**config.mk**
```make
export PLATFORM = sky130hd
export DESIGN_NAME = out_seq_ctrl_flat
export DESIGN_NICKNAME = d
export VERILOG_FILES = /design/src/rtl/out_seq_ctrl_if.sv /design/src/rtl/out_seq_ctrl.sv /design/src/flat_wrapper.sv
export SDC_FILE = /design/constraint.sdc
export NUM_CORES = 1
export LEC_CHECK = 0
export ABC_AREA = 1
export CORE_MARGIN = 8
export CORE_UTILIZATION = 50
export DETAILED_ROUTE_END_ITERATION = 8
export GPL_ROUTABILITY_DRIVEN = 0
export PLACE_DENSITY = 0.84
export SLEW_MARGIN = 20
export SYNTH_ARGS = -nofsm -noshare
export SYNTH_HDL_FRONTEND = slang
export SYNTH_SLANG_ARGS = --single-unit
```
**constraint.sdc**
```tcl
create_clock -name clk -period 4.1 [get_ports clk]
set_input_delay 0.615 -clock clk [delete_from_list [all_inputs] [get_ports clk]]
set_output_delay 0.615 -clock clk [all_outputs]
set_load 0.05 [all_outputs]
```
**src/rtl/out_seq_ctrl_if.sv**
```systemverilog
// ============================================================================
// Module      : out_seq_ctrl_if
// Description : Handshake/status bundle between the decoder output sequencer
//               and its datapath / downstream byte sink.
// Revision    : 1.0 - initial release
// ============================================================================
`default_nettype none

interface out_seq_ctrl_if #(
    parameter int CW = 11
);
    logic          finish_nms;
    logic          out_ready;
    logic          ovf_clr;
    logic          load_vout;
    logic          shift_out;
    logic          en_out;
    logic          rst_flag;
    logic          d_valid;
    logic          sof;
    logic          eof;
    logic          busy;
    logic          frame_done;
    logic          ovf_err;
    logic [CW-1:0] byte_cnt;

    // master: the sequencer itself; slave: the environment around it
    modport master (
        input  finish_nms, out_ready, ovf_clr,
        output load_vout, shift_out, en_out, rst_flag, d_valid, sof, eof,
               busy, frame_done, ovf_err, byte_cnt
    );

    modport slave (
        output finish_nms, out_ready, ovf_clr,
        input  load_vout, shift_out, en_out, rst_flag, d_valid, sof, eof,
               busy, frame_done, ovf_err, byte_cnt
    );
endinterface

`default_nettype wire

```
**src/rtl/out_seq_ctrl.sv**
```systemverilog
// ============================================================================
// Module      : out_seq_ctrl
// Description : Sequences a decoded codeword out of the datapath shift register
//               as NBYTES bytes with valid/ready handshake and frame markers.
// Revision    : 1.0 - initial release
// ============================================================================
`default_nettype none

module out_seq_ctrl #(
    parameter int NBYTES = 1152,
    parameter int CW     = 11
) (
    input  wire            clk,
    input  wire            rst,
    out_seq_ctrl_if.master bus
);

    if ((1 << CW) <= NBYTES) begin : g_bad_cw
        $error("out_seq_ctrl: CW too small for NBYTES");
    end

    typedef enum logic [1:0] {
        IDLE = 2'd0,
        LOAD = 2'd1,
        SEND = 2'd2,
        DONE = 2'd3
    } state_t;

    localparam logic [CW-1:0] c_last_idx = CW'(NBYTES - 1);

    state_t        r_state;
    state_t        w_next;
    logic [CW-1:0] r_byte_cnt;
    logic          r_ovf_err;

    logic w_load_vout;
    logic w_shift_out;
    logic w_en_out;
    logic w_rst_flag;
    logic w_d_valid;
    logic w_frame_done;
    logic w_accept;
    logic w_last;

    assign w_accept = (r_state == SEND) && bus.out_ready && !rst;
    assign w_last   = (r_byte_cnt == c_last_idx);

    // Outputs are forced to their idle values while rst is high, even before
    // the synchronous reset has taken effect on the state register.
    always_comb begin
        w_next       = r_state;
        w_load_vout  = 1'b0;
        w_shift_out  = 1'b0;
        w_en_out     = 1'b0;
        w_rst_flag   = 1'b1;
        w_d_valid    = 1'b0;
        w_frame_done = 1'b0;
        if (!rst) begin
            unique case (r_state)
                IDLE: begin
                    if (bus.finish_nms) w_next = LOAD;
                end
                LOAD: begin
                    w_load_vout = 1'b1;
                    w_next      = SEND;
                end
                SEND: begin
                    w_d_valid = 1'b1;
                    if (bus.out_ready) begin
                        w_shift_out = 1'b1;
                        w_en_out    = 1'b1;
                        if (w_last) w_next = DONE;
                    end
                end
                DONE: begin
                    w_frame_done = 1'b1;
                    w_rst_flag   = 1'b0;
                    w_next       = bus.finish_nms ? LOAD : IDLE;
                end
                default: w_next = IDLE;
            endcase
        end
    end

    always_ff @(posedge clk) begin
        if (rst) begin
            r_state    <= IDLE;
            r_byte_cnt <= '0;
        end else begin
            r_state <= w_next;
            if (r_state == LOAD) begin
                r_byte_cnt <= '0;
            end else if (w_accept) begin
                r_byte_cnt <= w_last ? '0 : r_byte_cnt + 1'b1;
            end
        end
    end

    // A new codeword while one is still being emitted is dropped; flag it.
    // The set condition takes priority over a coincident clear.
    always_ff @(posedge clk) begin
        if (rst) begin
            r_ovf_err <= 1'b0;
        end else if (bus.finish_nms && (r_state == LOAD || r_state == SEND)) begin
            r_ovf_err <= 1'b1;
        end else if (bus.ovf_clr) begin
            r_ovf_err <= 1'b0;
        end
    end

    assign bus.load_vout  = w_load_vout;
    assign bus.shift_out  = w_shift_out;
    assign bus.en_out     = w_en_out;
    assign bus.rst_flag   = w_rst_flag;
    assign bus.d_valid    = w_d_valid;
    assign bus.sof        = w_d_valid && (r_byte_cnt == '0);
    assign bus.eof        = w_d_valid && w_last;
    assign bus.busy       = !rst && (r_state != IDLE);
    assign bus.frame_done = w_frame_done;
    assign bus.ovf_err    = r_ovf_err;
    assign bus.byte_cnt   = r_byte_cnt;

endmodule

`default_nettype wire

```
**src/flat_wrapper.sv**
```systemverilog
// flat-port wrapper written by rule: the top's interface ports become plain ports
module out_seq_ctrl_flat 
#(
    parameter int NBYTES = 1152,
    parameter int CW     = 11
)
  (clk, rst, bus_finish_nms, bus_out_ready, bus_ovf_clr, bus_load_vout, bus_shift_out, bus_en_out, bus_rst_flag, bus_d_valid, bus_sof, bus_eof, bus_busy, bus_frame_done, bus_ovf_err, bus_byte_cnt);
  out_seq_ctrl_if #(.CW(CW)) bus_i ();
  input  wire clk;
  input  wire rst;
  input wire logic [$bits(bus_i.finish_nms)-1:0] bus_finish_nms;
  input wire logic [$bits(bus_i.out_ready)-1:0] bus_out_ready;
  input wire logic [$bits(bus_i.ovf_clr)-1:0] bus_ovf_clr;
  output wire logic [$bits(bus_i.load_vout)-1:0] bus_load_vout;
  output wire logic [$bits(bus_i.shift_out)-1:0] bus_shift_out;
  output wire logic [$bits(bus_i.en_out)-1:0] bus_en_out;
  output wire logic [$bits(bus_i.rst_flag)-1:0] bus_rst_flag;
  output wire logic [$bits(bus_i.d_valid)-1:0] bus_d_valid;
  output wire logic [$bits(bus_i.sof)-1:0] bus_sof;
  output wire logic [$bits(bus_i.eof)-1:0] bus_eof;
  output wire logic [$bits(bus_i.busy)-1:0] bus_busy;
  output wire logic [$bits(bus_i.frame_done)-1:0] bus_frame_done;
  output wire logic [$bits(bus_i.ovf_err)-1:0] bus_ovf_err;
  output wire logic [$bits(bus_i.byte_cnt)-1:0] bus_byte_cnt;
  assign bus_i.finish_nms = bus_finish_nms;
  assign bus_i.out_ready = bus_out_ready;
  assign bus_i.ovf_clr = bus_ovf_clr;
  assign bus_load_vout = bus_i.load_vout;
  assign bus_shift_out = bus_i.shift_out;
  assign bus_en_out = bus_i.en_out;
  assign bus_rst_flag = bus_i.rst_flag;
  assign bus_d_valid = bus_i.d_valid;
  assign bus_sof = bus_i.sof;
  assign bus_eof = bus_i.eof;
  assign bus_busy = bus_i.busy;
  assign bus_frame_done = bus_i.frame_done;
  assign bus_ovf_err = bus_i.ovf_err;
  assign bus_byte_cnt = bus_i.byte_cnt;
  out_seq_ctrl #(.NBYTES(NBYTES), .CW(CW)) u_core (.clk(clk), .rst(rst), .bus(bus_i));
endmodule
```
# Word-level counts from Yosys, hierarchy flattened
# Cells that the tools add are included.
[totals] word_cells=44 output_inout_bits=21 reg_bits=14 input_bits=5
[op_classes] mux=19 n_eq_ne=7 n_reduce_logical=14 n_addsub=1
[op_table] operator="$mux 1" n=14
[op_table] operator="$add 11x1->11 const B" n=1
[op_table] operator="$eq 11x11->1 const B" n=1
[op_table] operator="$logic_not 11->1" n=1
[op_table] operator="$mux 11" n=1
[op_table] operator="$pmux 2 s4" n=1
[op_table] operator="$logic_and 1x1->1" n=6
[op_table] operator="$mux 2" n=3
[op_table] operator="$eq 2x2->1 const B" n=2
[op_table] operator="$ne 2x2->1 const B" n=2
[op_table] operator="$reduce_bool 2->1" n=2
[op_table] operator="$reduce_and 3->1" n=1
[op_table] operator="$eq 2x1->1 const B" n=1
[op_table] operator="$logic_not 2->1" n=1
[op_table] operator="$ne 2x1->1 const B" n=1
[op_table] operator="$reduce_or 2->1" n=1
[op_table] operator="$logic_not 1->1" n=1
[op_table] operator="$logic_or 1x1->1" n=1

# Longest topological paths before layout
# Gate-level depths: netlist of run 1.
[depth] depth_word=4 mapped_depth=10 mapped_depth_nobuf=10

# Least setup slack after synthesis of run 1
# Ideal clock, no wire load.
[synth_timing] path_kind="register to output" from="register u_core.r_byte_cnt[1] (netlist: u_core.bus.byte_cnt[1])" to="output bus_eof" n_path_buf=0 arrival_time_ns=1.945 required_ns=3.485 path_stages_with_launch=6 slack_ns=1.540 cell_sequence="dfxtp_1 ha_1 nand3_2 nor2_4 nand2_1 nor2_1"
[synth_between] elab_chain_cells=2
[synth_rtl] element="start, declared" line="out_seq_ctrl.sv:33" source="logic [CW-1:0] r_byte_cnt;"
[synth_rtl] element="start signal, assigned" line="out_seq_ctrl.sv:94" source="r_byte_cnt <= w_last ? '0 : r_byte_cnt + 1'b1;"
[synth_rtl] element="$eq 11x11->1" line="out_seq_ctrl.sv:46" source="assign w_last = (r_byte_cnt == c_last_idx);"
[synth_rtl] element="$logic_and 1x1->1" line="out_seq_ctrl.sv:117" source="assign bus.eof = w_d_valid && w_last;"
[synth_rtl] element="end, declared" line="flat_wrapper.sv:20" source="output wire logic [$bits(bus_i.eof)-1:0] bus_eof;"
# Every way passes these cells.

# Worst setup path after layout of run 1
[layout_timing] from="input rst" to="output bus_sof"
[layout_between] elab_chain_cells=2
[layout_rtl] element="start, declared" line="flat_wrapper.sv:10" source="input wire rst;"
[layout_rtl] element="$mux 1" line="out_seq_ctrl.sv:58" source="if (!rst) begin"
[layout_rtl] element="$logic_and 1x1->1" line="out_seq_ctrl.sv:116" source="assign bus.sof = w_d_valid && (r_byte_cnt == '0);"
[layout_rtl] element="end, declared" line="flat_wrapper.sv:19" source="output wire logic [$bits(bus_i.sof)-1:0] bus_sof;"
# Every way passes these cells.

==> out/metrics.cfg, run 1 <==
[layout]
fin_area_um2 = 1210
utilization_pct = 71.0
drive_gt1_share_pct = 11.9
diodes = 0
final_cells = 185
synthToLayoutAreaGrowth_pct = 34.4
layout_common_cells = nand2_1, clkdlybuf4s50_1, inv_1, nor2_1, dfxtp_1
layout.nets = 173

[die]
row_count = 15
initial_core_util_pct = 52.8
die_area_um2 = 3420
num_io_pins = 26
coreArea_um2 = 1710
die_w_um = 58.5
die_h_um = 58.5

[worst_setup_path]
end_kind = output port
critical_path_buf_inv_count = 4
cp_top_family = buffers and inverters
critical_path_class = input pin to output port
cp_max_fo = 6
worstSetupStartpointType = input pin
crit_cells = 7
r2r_cells = 9
cp_slowest_stage_delay_ns = 0.81
crit_path_cell_trace = clkdlybuf4s50_1, inv_2, nand2_1, inv_1, nand4_1, nor2_1, clkdlybuf4s50_1
timing.rr.start = u_core.r_state[0]
reg2reg_to = u_core.bus.byte_cnt[10]
crit_required_ns = 3.48
cpMostUsedCell = clkdlybuf4s50_1
ff2ff_setup_slack_ns = 2.45
slowest_stage = clkdlybuf4s50_1
arrival_ns = 2.44

[routing]
via_per_inst = 4.97
drt-initial-drc-count = 25
drtAntennaViolNets = 0
met3WireLength_um = 210
dr_wl_met2_um = 1130
vias = 919
drt-total-wl_um = 2320
wl_met1_um = 965
drc = 0
drt_pre_antenna_iters = 4
wire_per_inst_um = 12.5
routed.top_layer = met4

[sta]
setup_viol_count_final = 0
min_period_over_period_pct = 74.6
slew_headroom_pct = 65.5
drv_slew = 0
worst_pin_slew_ns = 0.516
rsz0062_at_grt = no
clock.fmax_ghz = 0.327
skew_ns = 0.00310
post-route-min-period_ns = 3.06
tns_ns = 0
finalHoldViolations = 0

[hold_path]
holdPathStages = 2
min_to = u_core.bus.ovf_err
hp-class = register to register
hp-start = u_core.bus.ovf_err

[pwr]
p_int_uw = 289
p_clk_share_pct = 19.1
p_switching_uw = 227
p_comb_share_pct = 49.4
seq_power_share_pct = 31.5
swShare_pct = 44.0
ir_drop_uv = 326
leakage_nw = 0.489
power_density_nw_per_um2 = 425

[cts]
cts_resized = 0
cts-buffers-inserted = 3
clock_path_buffers = 2
cts_tree = done
clk_pin_slew_ns = 0.08
clk_latency_ns = 0.28
htreeDepth = 1
clkSinkCount = 14
cts_root_buf = clkbuf_4
ctsHoldBuffers = 0
cts_setup_buffers = 0

[synth]
ys.flop_type = dfxtp_1
synth_async_sr_flop_share_pct = 0
ys_seq_area_share_pct = 31.1
synth_edf_count = 0
synth_cell_types = 24
ys_ff_latch = 14
synth.cell_area_um2 = 902
syn_area_per_cell_um2 = 6.83
synth_fp_nets = 144
synth_cells = 132
ys_warn_count = 0

[outcome]
status = finished, final reports clean

[grt]
antenna_found_initial = 0
grt.total_usage_pct = 13.8
grt_pass1_vias = 868
grt_max_degree = 9
globalRoute.totalOverflow = 0
grt_pass1_wl_um = 3730

[flow_run]
maxCapViolCount = 0

[place]
place_area_um2 = 1180
dp_hpwl_um = 1880
port_buffers = 25
dp.cells = 181

cell type report:
class | count | area, um^2
Clock buffer | 4 | 36.3
Fill cell | 139 | 495
Inverter | 28 | 106
Multi-Input combinational cell | 89 | 508
Sequential cell | 14 | 280
Tap cell | 25 | 31.3
Timing Repair Buffer | 25 | 250
sequential cells by signal, indices dropped and copies added (netlist names):
register / count
u_core.bus.byte_cnt: 11
u_core.r_state: 2
u_core.bus.ovf_err: 1
routing by layer:
metal,track usage (%),up-vias
met2,23.6,35
li1,-,468
met5,0,-
met3,6.09,2
met4,4.20,0
met1,15.0,414
synthesized netlist by cell type, types with 2 or more instances:
master / n / area, um^2
nand2_2: 2 / 12.5
inv_2: 4 / 15.0
nor2_2: 2 / 12.5
inv_1: 23 / 86.3
nor2_4: 2 / 22.5
nand2_1: 25 / 93.8
nand3_1: 8 / 40.0
nor2_1: 17 / 63.8
dfxtp_1: 14 / 280
a21oi_1: 7 / 35.0
nand4_1: 5 / 31.3
ha_1: 7 / 87.6
nor3_1: 5 / 25.0
worst max-delay path by stage:
stage / start / end / slack, ns
finish: rst / bus_sof / 1.04
CTS: rst / bus_sof / 1.03
global route: rst / bus_sof / 0.95
floorplan: u_core.bus.byte_cnt[1] / bus_eof / 1.54
global placement: rst / bus_sof / 1.08
detailed placement: rst / bus_sof / 1.03
power groups by stage:
stage	sequential [mW]	combinational, mW	clock (mW)
final	0.162	0.254	0.0986
after CTS	0.162	0.252	0.101
after floorplan	0.175	0.169	0
after global routing	0.164	0.275	0.105
after detailed placement	0.165	0.251	0
after global placement	0.164	0.244	0
per-stage QoR:
stage	power, mW	setup slack, ns	hold WS (ns)
floorplan	0.344	1.54	0.503
global placement	0.408	1.08	0.459
detailed placement	0.417	1.03	0.456
CTS	0.515	1.03	0.468
global route	0.544	0.946	0.504
finish	0.515	1.04	0.464
worst reg2reg max path, cell delays in order (launching register included):
cell and delay, ns:
dfxtp_1 0.36, inv_1 0.14, ha_1 0.25, nand3_4 0.14
nor2_2 0.16, nand2_1 0.11, o21ai_2 0.23, inv_2 0.06
nand2_1 0.07, nor2_1 0.04
cells by family (layout without fill, tap and decap cells):
kind of cell             count (synthesis)  after routing  synth area share (%)
AND/OR/NAND/NOR                         69             69                  37.6
buffers and inverters                   29             57                  12.6
flip-flops                              14             14                  31.1
AO/OA/AOI/OAI                           11             11                  7.07
adder cells (fa/ha/maj)                  7              7                  9.71
XOR/XNOR                                 2              2                  1.94
No activity file was read; power rests on OpenSTA's default activity.
==> inputs of run 2 (changes only) <==
--- a/config.mk
+++ b/config.mk
@@ -7,10 +7,10 @@
 export LEC_CHECK = 0
 export ABC_AREA = 1
 export CORE_MARGIN = 8
-export CORE_UTILIZATION = 50
+export CORE_UTILIZATION = 46
 export DETAILED_ROUTE_END_ITERATION = 8
 export GPL_ROUTABILITY_DRIVEN = 0
-export PLACE_DENSITY = 0.84
+export PLACE_DENSITY = 0.78
 export SLEW_MARGIN = 20
 export SYNTH_ARGS = -nofsm -noshare
 export SYNTH_HDL_FRONTEND = slang
==> constraint.sdc (replaced) <==
create_clock -name clk -period 3.15 [get_ports clk]
set_input_delay 0.4725 -clock clk [delete_from_list [all_inputs] [get_ports clk]]
set_output_delay 0.4725 -clock clk [all_outputs]
set_load 0.05 [all_outputs]
==> run 2 against run 1 <==
Net effect: routed wire length down 4.9%; core utilization down 7.1 points; global-route usage up 0.37 points; final cell count up 1.1%; non-clock buffer count unchanged; critical path depth unchanged; setup slack worse by 0.66 ns; design area up 0.21%; combinational power up 26%.
==> out/metrics.cfg, run 2 (synthesis gave the netlist of run 1 again) <==
[outcome]
status = finished, final reports clean

[worst_setup_path]
crit_required_ns = 2.68
critical_path_class = input pin to output port
critical_path_buf_inv_count = 4
cp_top_family = buffers and inverters
worstSetupStartpointType = input pin
cp_max_fo = 6
crit_path_cell_trace = clkdlybuf4s50_1, inv_2, nand2_1, inv_1, nand4_1, nor2_1, clkdlybuf4s50_1
arrival_ns = 2.30
cp_slowest_stage_delay_ns = 0.81
cpMostUsedCell = clkdlybuf4s50_1
slowest_stage = clkdlybuf4s50_1
end_kind = output port

[layout]
fin_area_um2 = 1210
layout.nets = 173
drive_gt1_share_pct = 11.9
largest_reg_flops = 11
diodes = 0
layout_common_cells = nand2_1, clkdlybuf4s50_1, inv_1, nor2_1, dfxtp_1
synthToLayoutAreaGrowth_pct = 34.7

[sta]
tns_ns = 0
post-route-min-period_ns = 2.77
finalHoldViolations = 0
slew_headroom_pct = 65.8
worst_pin_slew_ns = 0.512
drv_slew = 0
min_period_over_period_pct = 87.9
setup_viol_count_final = 0
rsz0062_at_grt = no
skew_ns = 0.000519
clock.fmax_ghz = 0.361

[cts]
cts_tree = done
cts_resized = 0
clk_pin_slew_ns = 0.08
ctsHoldBuffers = 0
clk_latency_ns = 0.29
cts_root_buf = clkbuf_4
cts-buffers-inserted = 3
cts_setup_buffers = 0
clock_path_buffers = 2
clkSinkCount = 14
htreeDepth = 1

[routing]
drtAntennaViolNets = 0
via_per_inst = 4.90
drt-initial-drc-count = 36
drt_pre_antenna_iters = 4
drt-total-wl_um = 2200
vias = 916
wire_per_inst_um = 11.8
drc = 0

[die]
num_io_pins = 26
die_area_um2 = 3630
die_w_um = 60.3
die_h_um = 60.3
row_count = 16
coreArea_um2 = 1900
initial_core_util_pct = 47.4

[pwr]
leakage_nw = 0.489
total_power_uw = 665
power_density_nw_per_um2 = 547
ir_drop_uv = 326

[place]
port_buffers = 25
dp_hpwl_um = 1720
place_area_um2 = 1180

[grt]
grt.total_usage_pct = 14.2
grt_max_degree = 9
grt_pass1_vias = 930
antenna_found_initial = 0
globalRoute.totalOverflow = 0
grt_pass1_wl_um = 3940

[flow_run]
maxCapViolCount = 0

[hold_path]
hp-class = register to register

[run 2: cell counts in the layout (fill, tap and decap cells not counted)]
Identical to the previous run, type by type.
[run 2: through the flow]
step | cells | hold WS (ns) | setup WS [ns] | utilization, %
after floorplan | 132 | 0.503 | 0.733 | -
after global placement | 183 | 0.462 | 0.401 | 62.0
after detailed placement | 183 | 0.465 | 0.406 | 62.0
after CTS | 187 | 0.477 | 0.380 | 63.9
after global routing | 187 | 0.519 | 0.259 | 63.9
final | 187 | 0.471 | 0.381 | 63.9
[run 2: per-layer routing]
metal | track usage [%] | wire length [um]
met2 | 23.3 | 1010
met4 | 8.16 | 42
met3 | 4.52 | 144
met5 | 0 | 0
met1 | 15.6 | 1000
[run 2: worst min-delay path: stages, from the launching register on]
cell	delay (ns)
dfxtp_1	0.31
nand2_1	0.06
a21oi_1	0.05
[run 2: area by class of cell]
cell class	count	area, um^2
well taps	27	33.8
inverters	28	106
repair buffers	25	250
flip-flops and latches	14	280
clock buffers	4	36.3
multi-input cells	89	508
fillers	172	687
[run 2: final timing paths]
check                     startpoint                       to  slack (ns)  cells after the start
setup / recovery                 rst                  bus_sof        0.38                      7
hold / removal    u_core.bus.ovf_err       u_core.bus.ovf_err        0.47                      2
setup reg to reg   u_core.r_state[0]  u_core.bus.byte_cnt[10]        1.51                      9
hold reg to reg   u_core.bus.ovf_err       u_core.bus.ovf_err        0.47                      2
[run 2: report_power, final]
| group | internal [mW] | leakage, nW | switching [mW] |
|---|---|---|---|
| combinational | 0.109 | 0.354 | 0.212 |
| sequential | 0.194 | 0.113 | 0.0180 |
| clock | 0.0705 | 0.0210 | 0.0605 |
==> inputs of run 3 (changes only) <==
--- a/config.mk
+++ b/config.mk
@@ -6,11 +6,13 @@
 export NUM_CORES = 1
 export LEC_CHECK = 0
 export ABC_AREA = 1
+export CELL_PAD_IN_SITES_DETAIL_PLACEMENT = 0
+export CELL_PAD_IN_SITES_GLOBAL_PLACEMENT = 2
 export CORE_MARGIN = 8
-export CORE_UTILIZATION = 46
+export CORE_UTILIZATION = 24
 export DETAILED_ROUTE_END_ITERATION = 8
 export GPL_ROUTABILITY_DRIVEN = 0
-export PLACE_DENSITY = 0.78
+export PLACE_DENSITY_LB_ADDON = 0.1
 export SLEW_MARGIN = 20
 export SYNTH_ARGS = -nofsm -noshare
 export SYNTH_HDL_FRONTEND = slang
==> run 3 against run 2 <==
Net effect: design area grew 3.0%; maximum frequency grew 4.4%; final cell count grew 11%; hold slack lost 0.0053 ns; sequential cell count is the same; core utilization shrank 29 points; first-iteration DRC count grew 5.6%; routed wire length grew 15%; critical path depth shrank 2; total power grew 3.2%; largest cell class unchanged; largest power group unchanged; highest routed layer unchanged.
==> out/metrics.cfg, run 3 (synthesis gave the netlist of run 1 again) <==
[place]
place_area_um2 = 1210
post-place-ws_ns = 0.473
dp_hpwl_um = 2120
port_buffers = 25

[cts]
cts-buffers-inserted = 3
clkSinkCount = 14
ctsHoldBuffers = 0
clk_pin_slew_ns = 0.06
htreeDepth = 1
cts_resized = 0
clock_path_buffers = 2
cts_root_buf = clkbuf_8
cts_tree = done
cts_setup_buffers = 0
clk_latency_ns = 0.24

[routing]
drt-initial-drc-count = 38
wire_per_inst_um = 12.2
drt_pre_antenna_iters = 4
drtAntennaViolNets = 0
vias = 859
drt-total-wl_um = 2540
via_per_inst = 4.13
drc = 0

[worst_setup_path]
r2r_cells = 9
reg2reg_to = u_core.bus.byte_cnt[10]
critical_path_buf_inv_count = 4
slowest_stage = clkdlybuf4s50_1
crit_cells = 5
timing.rr.start = u_core.r_state[0]
crit_path_cell_trace = clkdlybuf4s50_1, inv_2, nand3_4, clkinv_2, clkdlybuf4s50_1
cp_top_family = buffers and inverters
endpoint = bus_en_out
crit_required_ns = 2.68
end_kind = output port
cpMostUsedCell = clkdlybuf4s50_1
critical_path.startpoint = rst
ff2ff_setup_slack_ns = 1.53
arrival_ns = 2.18
critical_path_class = input pin to output port
worstSetupStartpointType = input pin
cp_max_fo = 7
cp_slowest_stage_delay_ns = 0.82

[sta]
rsz0062_at_grt = no
min_period_over_period_pct = 84.2
setup_viol_count_final = 0
worst_pin_slew_ns = 0.508
drv_slew = 0
slew_headroom_pct = 66.0
fin_ws_ns = 0.497
clock.fmax_ghz = 0.377
post-route-min-period_ns = 2.65
skew_ns = 0.00186
finalHoldViolations = 0
tns_ns = 0

[layout]
synthToLayoutAreaGrowth_pct = 38.7
layout.nets = 174
largest_reg_flops = 11
drive_gt1_share_pct = 12.5
fin_area_um2 = 1250
final_common_cell = nand2_1
utilization_pct = 34.4
layout_common_cells = nand2_1, clkdlybuf4s50_1, inv_1, nor2_1, dfxtp_1
diodes = 0

[outcome]
status = finished, final reports clean

[die]
die_w_um = 77.3
row_count = 22
die_area_um2 = 5980
initial_core_util_pct = 24.8
die_h_um = 77.3
num_io_pins = 26
coreArea_um2 = 3630

[grt]
grt.total_usage_pct = 9.32
antenna_found_initial = 0
grt_pass1_vias = 917
globalRoute.totalOverflow = 0
grt_max_degree = 9
grt_pass1_wl_um = 4560

[pwr]
ir_drop_uv = 180
power_density_nw_per_um2 = 548
leakage_nw = 0.497

[hold_path]
hp-class = register to register

[flow_run]
maxCapViolCount = 0

-- run 3: changes by cell type in the layout (fill, tap and decap cells not counted), sizes merged --
cell           previous run  this run
clkbuf                    4         3
buf                       0         2
clkdlybuf4s50            25        24
-- run 3: worst reg2reg max path: cells and delay by family (launching register included) --
kind | cells | cell delay, ns
AOI/OAI and AO/OA | 1 | 0.23
DFF | 1 | 0.34
buffers and inverters | 2 | 0.19
adders and majority gates | 1 | 0.26
and+or+nand+nor | 5 | 0.51
-- run 3: power breakdown --
part	internal [mW]	total [mW]	switching (mW)	leakage (nW)
clock	0.0846	0.150	0.0653	0.0216
combinational	0.109	0.326	0.217	0.362
sequential	0.194	0.210	0.0158	0.113
total	0.388	0.686	0.298	0.497
-- run 3: area by class of cell --
class | count | area (um^2)
Clock buffer | 3 | 41.3
Timing Repair Buffer | 26 | 255
Fill cell | 435 | 2380
Tap cell | 48 | 60.1
Sequential cell | 14 | 280
Multi-Input combinational cell | 89 | 508
Inverter | 28 | 106
-- run 3: worst min-delay path by stage --
| stage | cells past startpoint | end | start |
|---|---|---|---|
| global placement | 2 | u_core.bus.ovf_err | u_core.bus.ovf_err |
| detailed placement | 2 | u_core.bus.ovf_err | u_core.bus.ovf_err |
| floorplan | 2 | u_core.r_state[1] | u_core.r_state[1] |
| CTS | 2 | u_core.bus.ovf_err | u_core.bus.ovf_err |
| finish | 2 | u_core.bus.ovf_err | u_core.bus.ovf_err |
| global route | 2 | u_core.bus.ovf_err | u_core.bus.ovf_err |
-- run 3: metrics by stage --
step	hold slack, ns	instances	total power [mW]
3_3_place_gp	0.462	205	0.547
2_1_floorplan	0.503	132	0.448
6_report	0.466	208	0.686
3_5_place_dp	0.464	205	0.544
4_1_cts	0.474	208	0.699
5_1_grt	0.500	208	0.752
-- run 3: layer usage --
layer  global-route usage, %  vias to the layer above  share of wire, %
met5                       0                        -                 0
met4                    1.70                        0              0.35
met3                    4.20                        2               5.2
met2                    13.2                       18                41
met1                    12.6                      372                53
li1                        -                      467                 -
